--- config.mk ---
export PLATFORM = sky130hd
export DESIGN_NAME = req_gnt_responder
export DESIGN_NICKNAME = d
export VERILOG_FILES = /design/src/rtl/req_gnt_responder.sv
export SDC_FILE = /design/constraint.sdc
export NUM_CORES = 1
export LEC_CHECK = 0
export CAP_MARGIN = 0
export CELL_PAD_IN_SITES_DETAIL_PLACEMENT = 1
export CELL_PAD_IN_SITES_GLOBAL_PLACEMENT = 2
export CORE_MARGIN = 2
export CORE_UTILIZATION = 30
export CTS_BUF_LIST = sky130_fd_sc_hd__clkbuf_4
export CTS_CLUSTER_DIAMETER = 40
export CTS_CLUSTER_SIZE = 14
export DETAILED_ROUTE_END_ITERATION = 10
export PLACE_DENSITY = 0.61
export SYNTH_ARGS = -nofsm -noshare
export SYNTH_HDL_FRONTEND = slang
export SYNTH_SLANG_ARGS = --single-unit
--- constraint.sdc ---
create_clock -name clk -period 2.96 [get_ports clk]
set_clock_uncertainty 0.15 [all_clocks]
set_input_delay 0.592 -clock clk [delete_from_list [all_inputs] [get_ports clk]]
set_output_delay 0.592 -clock clk [all_outputs]
set_load 0.01 [all_outputs]
--- src/rtl/req_gnt_responder.sv ---
// Responder end of the req/gnt/data handshake. Grants initiator requests, captures
// each granted word into a small FIFO and drains it over a valid/ready stream port.
// gnt is withheld while the FIFO is full, which is the only form of backpressure.

module req_gnt_responder #(
    parameter int unsigned DATA_W    = 8,
    parameter int unsigned DEPTH     = 4,
    parameter int unsigned GNT_DELAY = 0
) (
    input  logic                     clk,
    input  logic                     rst_n,
    input  logic                     req,
    input  logic [DATA_W-1:0]        data,
    output logic                     gnt,
    output logic [DATA_W-1:0]        out_data,
    output logic                     out_valid,
    input  logic                     out_ready,
    output logic [$clog2(DEPTH):0]   count,
    output logic                     proto_err
);

    localparam int unsigned PtrW = $clog2(DEPTH);
    localparam int unsigned CntW = PtrW + 1;
    localparam logic [CntW-1:0] CntFull = CntW'(DEPTH);
    // WAIT counts down from GNT_DELAY-1 to 0, then grants on the following edge.
    localparam logic [3:0] DlyInit = (GNT_DELAY == 0) ? 4'd0 : 4'(GNT_DELAY - 1);

    typedef enum logic [1:0] {StIdle, StWait, StGrant} state_e;

    state_e            state_q;
    logic [3:0]        dly_q;
    logic              gnt_q;
    logic              proto_err_q;

    logic [DATA_W-1:0] mem_q [DEPTH];
    logic [PtrW-1:0]   wr_ptr_q, rd_ptr_q, rd_ptr_nxt;
    logic [CntW-1:0]   count_q, count_d;
    logic [DATA_W-1:0] out_data_q, out_data_d;

    logic not_full;
    logic wr_en;
    logic rd_en;

    assign not_full  = (count_q != CntFull);
    assign wr_en     = (state_q == StGrant) && req;
    assign rd_en     = (count_q != '0) && out_ready;

    assign gnt       = gnt_q;
    assign proto_err = proto_err_q;
    assign count     = count_q;
    assign out_valid = (count_q != '0);
    assign out_data  = out_data_q;

    // Grant FSM; gnt is registered alongside the state so it equals state==GRANT.
    always_ff @(posedge clk) begin
        if (!rst_n) begin
            state_q     <= StIdle;
            dly_q       <= 4'd0;
            gnt_q       <= 1'b0;
            proto_err_q <= 1'b0;
        end else begin
            gnt_q <= 1'b0;
            unique case (state_q)
                StIdle: begin
                    if (req && not_full) begin
                        if (GNT_DELAY == 0) begin
                            state_q <= StGrant;
                            gnt_q   <= 1'b1;
                        end else begin
                            state_q <= StWait;
                            dly_q   <= DlyInit;
                        end
                    end
                end
                StWait: begin
                    if (!req) begin
                        proto_err_q <= 1'b1;
                        state_q     <= StIdle;
                    end else if (dly_q != 4'd0) begin
                        dly_q <= dly_q - 4'd1;
                    end else if (not_full) begin
                        state_q <= StGrant;
                        gnt_q   <= 1'b1;
                    end
                end
                StGrant: begin
                    // Write happens in the FIFO block; here only the dropped-req case matters.
                    if (!req) begin
                        proto_err_q <= 1'b1;
                    end
                    state_q <= StIdle;
                end
                default: state_q <= StIdle;
            endcase
        end
    end

    // Next head pointer, occupancy and head word after this edge.
    always_comb begin
        rd_ptr_nxt = rd_en ? (rd_ptr_q + PtrW'(1)) : rd_ptr_q;
        count_d    = count_q + CntW'(wr_en) - CntW'(rd_en);
        out_data_d = out_data_q;
        if (count_d != '0) begin
            // The new head may be the word being written right now (empty or single-entry FIFO).
            if (wr_en && (rd_ptr_nxt == wr_ptr_q)) begin
                out_data_d = data;
            end else begin
                out_data_d = mem_q[rd_ptr_nxt];
            end
        end
    end

    // Storage array; no reset so contents are simply discarded.
    always_ff @(posedge clk) begin
        if (rst_n && wr_en) begin
            mem_q[wr_ptr_q] <= data;
        end
    end

    // FIFO pointers, occupancy and registered head word.
    always_ff @(posedge clk) begin
        if (!rst_n) begin
            wr_ptr_q   <= '0;
            rd_ptr_q   <= '0;
            count_q    <= '0;
            out_data_q <= '0;
        end else begin
            if (wr_en) begin
                wr_ptr_q <= wr_ptr_q + PtrW'(1);
            end
            rd_ptr_q   <= rd_ptr_nxt;
            count_q    <= count_d;
            out_data_q <= out_data_d;
        end
    end

endmodule
==> flow_metrics.py, run 1 <==
metrics = {
    "power_and_ir_drop": {
        "ir_worst_vdd_mv": 0.256,
        "total_power_uw": 2340,
        "pwr_density_cell_mw_per_mm2": 786,
        "leakage_uw": 0.00110,
    },
    "drt": {
        "firstDrtPassIters": 4,
        "viasPerCell": 4.99,
        "drt_iter0_markers": 94,
        "antenna_left": 0,
        "drc": 0,
        "wl_um": 5630,
        "drt-wirelength-per-cell_um": 18.6,
        "num_vias": 1508,
    },
    "logic_synthesis": {
        "synth_cells": 162,
        "synth_top_family_by_area": "multiplexers",
        "synth_top_area_share": 0.394,
        "synth.avg_cell_area_um2": 15.1,
        "synth_compound_area_frac": 0.0651,
        "syn_nets": 181,
        "synthMuxAreaShare": 0.212,
        "synth_xor_area_frac": 0.0344,
        "yosysSeqAreaShare": 0.542,
        "ys_seq_elements": 50,
        "synth_area_mm2": 0.00244,
        "yosysTopAreaCell": "edfxtp_1",
        "synth_warnings": 0,
        "synth.distinct_cells": 35,
        "synth_simple_gate_area_share": 0.0779,
        "synth_fa_ha_area_frac": 0.0390,
        "yosys-top-cells-area": "edfxtp_1 (39%), mux4_1 (15%), dfxtp_1 (15%), mux2_2 (3.2%), ha_1 (3.1%)",
    },
    "clock_tree": {
        "clkLatencyLatePin_ns": 0.37,
        "clock-root-buffer": "clkbuf_4",
        "cts.sinks": 50,
        "clock_path_buffers": 2,
        "cts_resized": 0,
        "post_cts_buffers": 0,
        "clk_pin_slew_ns": 0.15,
        "cts_tree": "built",
        "h-tree-depth": 2,
        "cts_buffers": 5,
        "cts.hold.buffers_added": 0,
    },
    "floorplan": {
        "core_area_mm2": 0.00781,
        "dieArea_mm2": 0.00887,
        "io_pins": 26,
        "die_w_um": 94.2,
        "num_rows": 32,
        "fp.dieH_um": 94.2,
        "start_util": 0.313,
    },
    "timing": {
        "holdWs_ns": 0.324,
        "min_period_ns": 2.79,
        "min_period_over_period": 0.944,
        "setup_viol": 0,
        "slew_headroom": 0.520,
        "slew_viol_final": 0,
        "worstMarginPinSlew_ns": 0.719,
        "hold_viol": 0,
        "fmax_ghz": 0.358,
        "rsz0062_at_grt": "false",
    },
    "setup_path": {
        "end_kind": "flip-flop",
        "r2r-end": "out_data[1]$_SDFFE_PN0P_",
        "r2r_setup_slack_ns": 0.34,
        "cpPeakStageDelay_ns": 0.47,
        "cp.required_ns": 3.11,
        "cp_slowest_cell": "clkdlybuf4s50_1",
        "r2r-start": "count[1]$_SDFF_PN0_",
        "critPathArrivalTime_ns": 2.95,
        "critPathKind": "in -> reg",
        "worstPathMaxFanout": 8,
        "path_cells": "clkdlybuf4s50_1 -> o31ai_4 -> inv_1 -> ha_1 -> inv_1 -> ha_1 -> fa_2 -> xnor2_2 -> xnor2_2 -> nor4b_4 -> buf_4 -> nand2_1 -> o21ai_0",
        "cp-start-kind": "primary input",
        "rr_worst_depth": 12,
    },
    "global_route": {
        "grt_start_max_net_pins": 16,
        "grt_pass1_wl_um": 8960,
        "overflow": 0,
        "grt_pass1_vias": 1679,
        "grt_use_total": 0.138,
        "antenna_found_initial": 0,
    },
    "worst_hold_path": {
        "holdPathEnd": "out_data[5]$_SDFFE_PN0P_",
        "hp-class": "reg -> reg",
        "hp-start": "out_data[5]$_SDFFE_PN0P_",
        "hold_depth": 2,
    },
    "placed_design": {
        "portBuffers": 25,
        "place.gp.congestion": 0.720,
        "postPlaceCellArea_mm2": 0.00290,
        "hpwl_um": 4000,
    },
    "job": {
        "drv_cap": 0,
    },
    "final_layout": {
        "fin_util": 0.382,
        "diodes": 0,
        "drive_gt1_frac": 0.190,
        "finalInstanceArea_mm2": 0.00298,
        "area_growth_pct": 22.1,
        "nets": 218,
    },
    "outcome": {
        "status": "finished, final reports clean",
    },
}
-- how the worst max path moves through the flow --
stage,slack [ns],depth (start not counted),endpoint,startpoint
final,0.17,13,out_data[1]$_SDFFE_PN0P_,out_ready
after global routing,0.04,11,out_data[1]$_SDFFE_PN0P_,out_ready
after CTS,0.15,11,out_data[1]$_SDFFE_PN0P_,out_ready
after detailed placement,-0.25,11,out_data[1]$_SDFFE_PN0P_,out_ready
after global placement,-0.19,13,out_data[5]$_SDFFE_PN0P_,out_ready
after floorplan,0.02,13,out_data[5]$_SDFFE_PN0P_,count[2]$_SDFF_PN0_
-- stage by stage --
stage | TNS (ns) | cells | setup slack [ns]
after floorplan | 0 | 162 | 0.0249
after global placement | -1.44 | 294 | -0.194
after detailed placement | -1.91 | 294 | -0.250
after CTS | 0 | 302 | 0.154
after global routing | 0 | 302 | 0.0401
final | 0 | 302 | 0.166
-- cells in the final DEF, fill, tap and decap left out, types with 6 or more instances in the layout --
master	count
and2_1	10
buf_4	12
clkbuf_4	6
clkdlybuf4s50_1	25
dfxtp_1	18
edfxtp_1	32
ha_1	6
inv_1	7
mux2_2	7
mux2i_1	7
mux4_1	14
nand2_1	15
o21ai_0	7
-- worst max-delay path: cells and delay by family --
family	cells	cell delay, ns
adder cells (fa/ha/maj)	3	0.80
buffers and inverters	4	0.78
XOR/XNOR	2	0.34
AND/OR/NAND/NOR	2	0.27
AO/OA/AOI/OAI	2	0.16
-- cell type report --
class                      count  area [um^2]
clock buffer                   6         45.0
inverter                       7         26.3
sequential                    50         1320
clock inverter                 2         33.8
multi-input combinational     98         1080
tap                          102          128
timing repair buffer          37          340
fill                         812         4830
-- per-layer routing --
metal  vias up  routed length, um  track usage
li1        696                  -            -
met1       778               2420        0.161
met2        24               2930        0.246
met3        10                157       0.0281
met4         0                123       0.0531
met5         -                  0            0
-- sequential cells by signal, indices dropped and copies added (netlist names) --
| signal | flops |
|---|---|
| count | 3 |
| gnt | 1 |
| mem_q | 32 |
| out_data | 8 |
| proto_err | 1 |
| rd_ptr_q | 2 |
| state_q | 1 |
| wr_ptr_q | 2 |
-- cells by family after synthesis --
logic type / Yosys count
xor gates and xnor gates: 8
DFF: 50
buffers and inverters: 14
and+or+nand+nor: 35
AOI/OAI and AO/OA: 20
adders and majority gates: 7
muxes: 28
-- power by group --
group          switching [uW]  leakage, uW  internal (uW)
clock network             215    0.0000460            186
logic                     484     0.000616            554
registers                82.9     0.000437            821
total                     782      0.00110           1560
-- cell usage after synthesis, drive strengths merged --
master,number
a211oi,4
o21a,1
o31ai,3
nor4b,1
clkbuf,2
a311o,1
and2,11
fa,1
nor2,2
buf,5
edfxtp,32
xnor3,1
nand3,2
or3,1
o21ai,7
mux2,7
nand2,15
ha,6
nor2b,1
inv,7
dfxtp,18
and3,2
mux4,14
o311a,3
a21boi,1
mux2i,7
xnor2,7
Note: power is estimated with default switching activity, not from simulation.
==> run 2, diff against run 1 <==
--- a/config.mk
+++ b/config.mk
@@ -15,6 +15,7 @@
 export CTS_CLUSTER_SIZE = 14
 export DETAILED_ROUTE_END_ITERATION = 10
 export PLACE_DENSITY = 0.61
+export SLEW_MARGIN = 40
 export SYNTH_ARGS = -nofsm -noshare
 export SYNTH_HDL_FRONTEND = slang
 export SYNTH_SLANG_ARGS = --single-unit
==> results of run 2 <==
No change in the layout: final DEF, timing and power equal those of run 1.
==> run 3, diff against run 2 <==
--- a/config.mk
+++ b/config.mk
@@ -11,10 +11,11 @@
 export CORE_MARGIN = 2
 export CORE_UTILIZATION = 30
 export CTS_BUF_LIST = sky130_fd_sc_hd__clkbuf_4
-export CTS_CLUSTER_DIAMETER = 40
+export CTS_CLUSTER_DIAMETER = 200
 export CTS_CLUSTER_SIZE = 14
 export DETAILED_ROUTE_END_ITERATION = 10
 export PLACE_DENSITY = 0.61
+export REMOVE_ABC_BUFFERS = 1
 export SLEW_MARGIN = 40
 export SYNTH_ARGS = -nofsm -noshare
 export SYNTH_HDL_FRONTEND = slang
==> run 3 against run 2 <==
Compared with the run above: critical path depth is 2 lower; sequential power decreased by 1%; fmax fell by 1.8%; clock power up 1%; non-clock buffer count up 1; worst hold slack improved by 0.017 ns; global-route usage is 0.11 points higher; via count fell by 1.4%; sequential cell count is the same; core utilization down 0.30 points; critical path type unchanged; highest routed layer unchanged.
==> flow_metrics.py, run 3 (synthesis results as in run 1) <==
metrics = {
    "floorplan": {
        "dieArea_mm2": 0.00887,
        "fp.dieH_um": 94.2,
        "core_area_mm2": 0.00781,
        "die_w_um": 94.2,
        "io_pins": 26,
        "num_rows": 32,
        "start_util": 0.313,
    },
    "timing": {
        "fmax_ghz": 0.351,
        "setup_viol": 0,
        "rsz0062_at_grt": "false",
        "slew_headroom": 0.607,
        "hold_viol": 0,
        "min_period_over_period": 0.962,
        "slew_viol_final": 0,
        "holdWs_ns": 0.341,
        "min_period_ns": 2.85,
        "worstMarginPinSlew_ns": 0.590,
    },
    "setup_path": {
        "cpPeakStageDelay_ns": 0.49,
        "worstPathMaxFanout": 8,
        "critPathKind": "in -> reg",
        "cp-start-kind": "primary input",
        "path_cells": "clkdlybuf4s50_1 -> nand2_2 -> ha_1 -> inv_1 -> ha_1 -> fa_1 -> xnor2_1 -> xnor2_1 -> o31ai_1 -> buf_4 -> o31ai_1",
        "cp.required_ns": 3.09,
        "crit_family": "adder cells",
        "cp_slowest_cell": "clkdlybuf4s50_1",
        "critPathArrivalTime_ns": 2.98,
        "critical_path_buf_inv_count": 3,
        "end_kind": "flip-flop",
    },
    "clock_tree": {
        "clk_pin_slew_ns": 0.14,
        "clock-root-buffer": "clkbuf_4",
        "clock_path_buffers": 2,
        "h-tree-depth": 2,
        "clkLatencyLatePin_ns": 0.36,
        "post_cts_buffers": 0,
        "cts.sinks": 50,
        "cts_buffers": 5,
        "cts_tree": "built",
    },
    "final_layout": {
        "multiInputGateArea_mm2": 0.00105,
        "fin_cells": 303,
        "largest_reg_flops": 32,
        "final_common_cell": "edfxtp_1",
        "drive_gt1_frac": 0.179,
        "top_register": "mem_q",
        "area_growth_pct": 21.1,
        "fin_util": 0.379,
        "diodes": 0,
        "regArea_mm2": 0.00132,
        "final_cell_mix": "edfxtp_1 (32), clkdlybuf4s50_1 (24), dfxtp_1 (18)",
        "nets": 219,
        "nFillCells": 810,
    },
    "global_route": {
        "grt_use_total": 0.139,
        "overflow": 0,
        "grt_pass1_vias": 1605,
        "antenna_found_initial": 0,
        "grt_start_max_net_pins": 15,
        "grt_pass1_wl_um": 8920,
    },
    "placed_design": {
        "place.gp.congestion": 0.728,
        "hpwl_um": 4100,
        "portBuffers": 25,
        "dp.cells": 295,
    },
    "drt": {
        "drc": 0,
        "viasPerCell": 4.91,
        "num_vias": 1487,
        "drt-wirelength-per-cell_um": 18.8,
        "wl_um": 5690,
        "firstDrtPassIters": 4,
        "antenna_left": 0,
        "drt_iter0_markers": 30,
    },
    "outcome": {
        "status": "finished, final reports clean",
    },
    "power_and_ir_drop": {
        "leakage_uw": 0.00110,
        "ir_worst_vdd_mv": 0.222,
        "pwr_density_cell_mw_per_mm2": 768,
    },
    "job": {
        "drv_cap": 0,
    },
    "worst_hold_path": {
        "hp-class": "reg -> reg",
    },
}
## run 3: path summary, 6_finish.rpt
path,start,to,slack [ns],cells past startpoint
worst max register to register,count[1]$_SDFF_PN0_,out_data[5]$_SDFFE_PN0P_,0.22,11
worst min-delay path,proto_err$_SDFFE_PN0P_,proto_err$_SDFFE_PN0P_,0.34,1
worst min register to register,proto_err$_SDFFE_PN0P_,proto_err$_SDFFE_PN0P_,0.34,1
worst max-delay path,req,out_data[5]$_SDFFE_PN0P_,0.11,11
## run 3: final cells by class
type                            count  share of cell area
Sequential cell                    50               0.447
Multi-Input combinational cell     98               0.354
Timing Repair Buffer               38               0.119
Tap cell                          102              0.0432
Clock buffer                        7              0.0178
Clock inverter                      1              0.0102
Inverter                            7             0.00889
## run 3: through the flow
step	setup TNS [ns]	setup WS (ns)	cell area (um^2)	power (uW)
after global routing	0	0.00750	2960	2420
after global placement	-1.50	-0.201	2870	1860
after CTS	0	0.0743	2950	2310
after detailed placement	-2.25	-0.314	2870	1900
final	0	0.114	2960	2270
after floorplan	-3.33	-0.420	2390	1470
## run 3: routing by layer
metal  vias to the layer above  part of all wire  track usage
met4                         0             0.011       0.0362
met1                       766              0.44        0.175
met2                        18              0.53        0.246
li1                        698                 -            -
met3                         5             0.025       0.0233
met5                         -                 0            0
## run 3: what timing repair did
| item | 4_1_cts | 5_1_grt |
|---|---|---|
| gates resized for setup | 0 | 2 |
| hold buffers | 0 | 0 |
| setup endpoints to repair | 0 | 7 |
## run 3: power breakdown
part	internal, uW	switching [uW]	leakage [uW]	total (uW)
registers	821	70.6	0.000437	892
clock network	198	208	0.0000463	406
logic	521	451	0.000613	973
total	1540	730	0.00110	2270
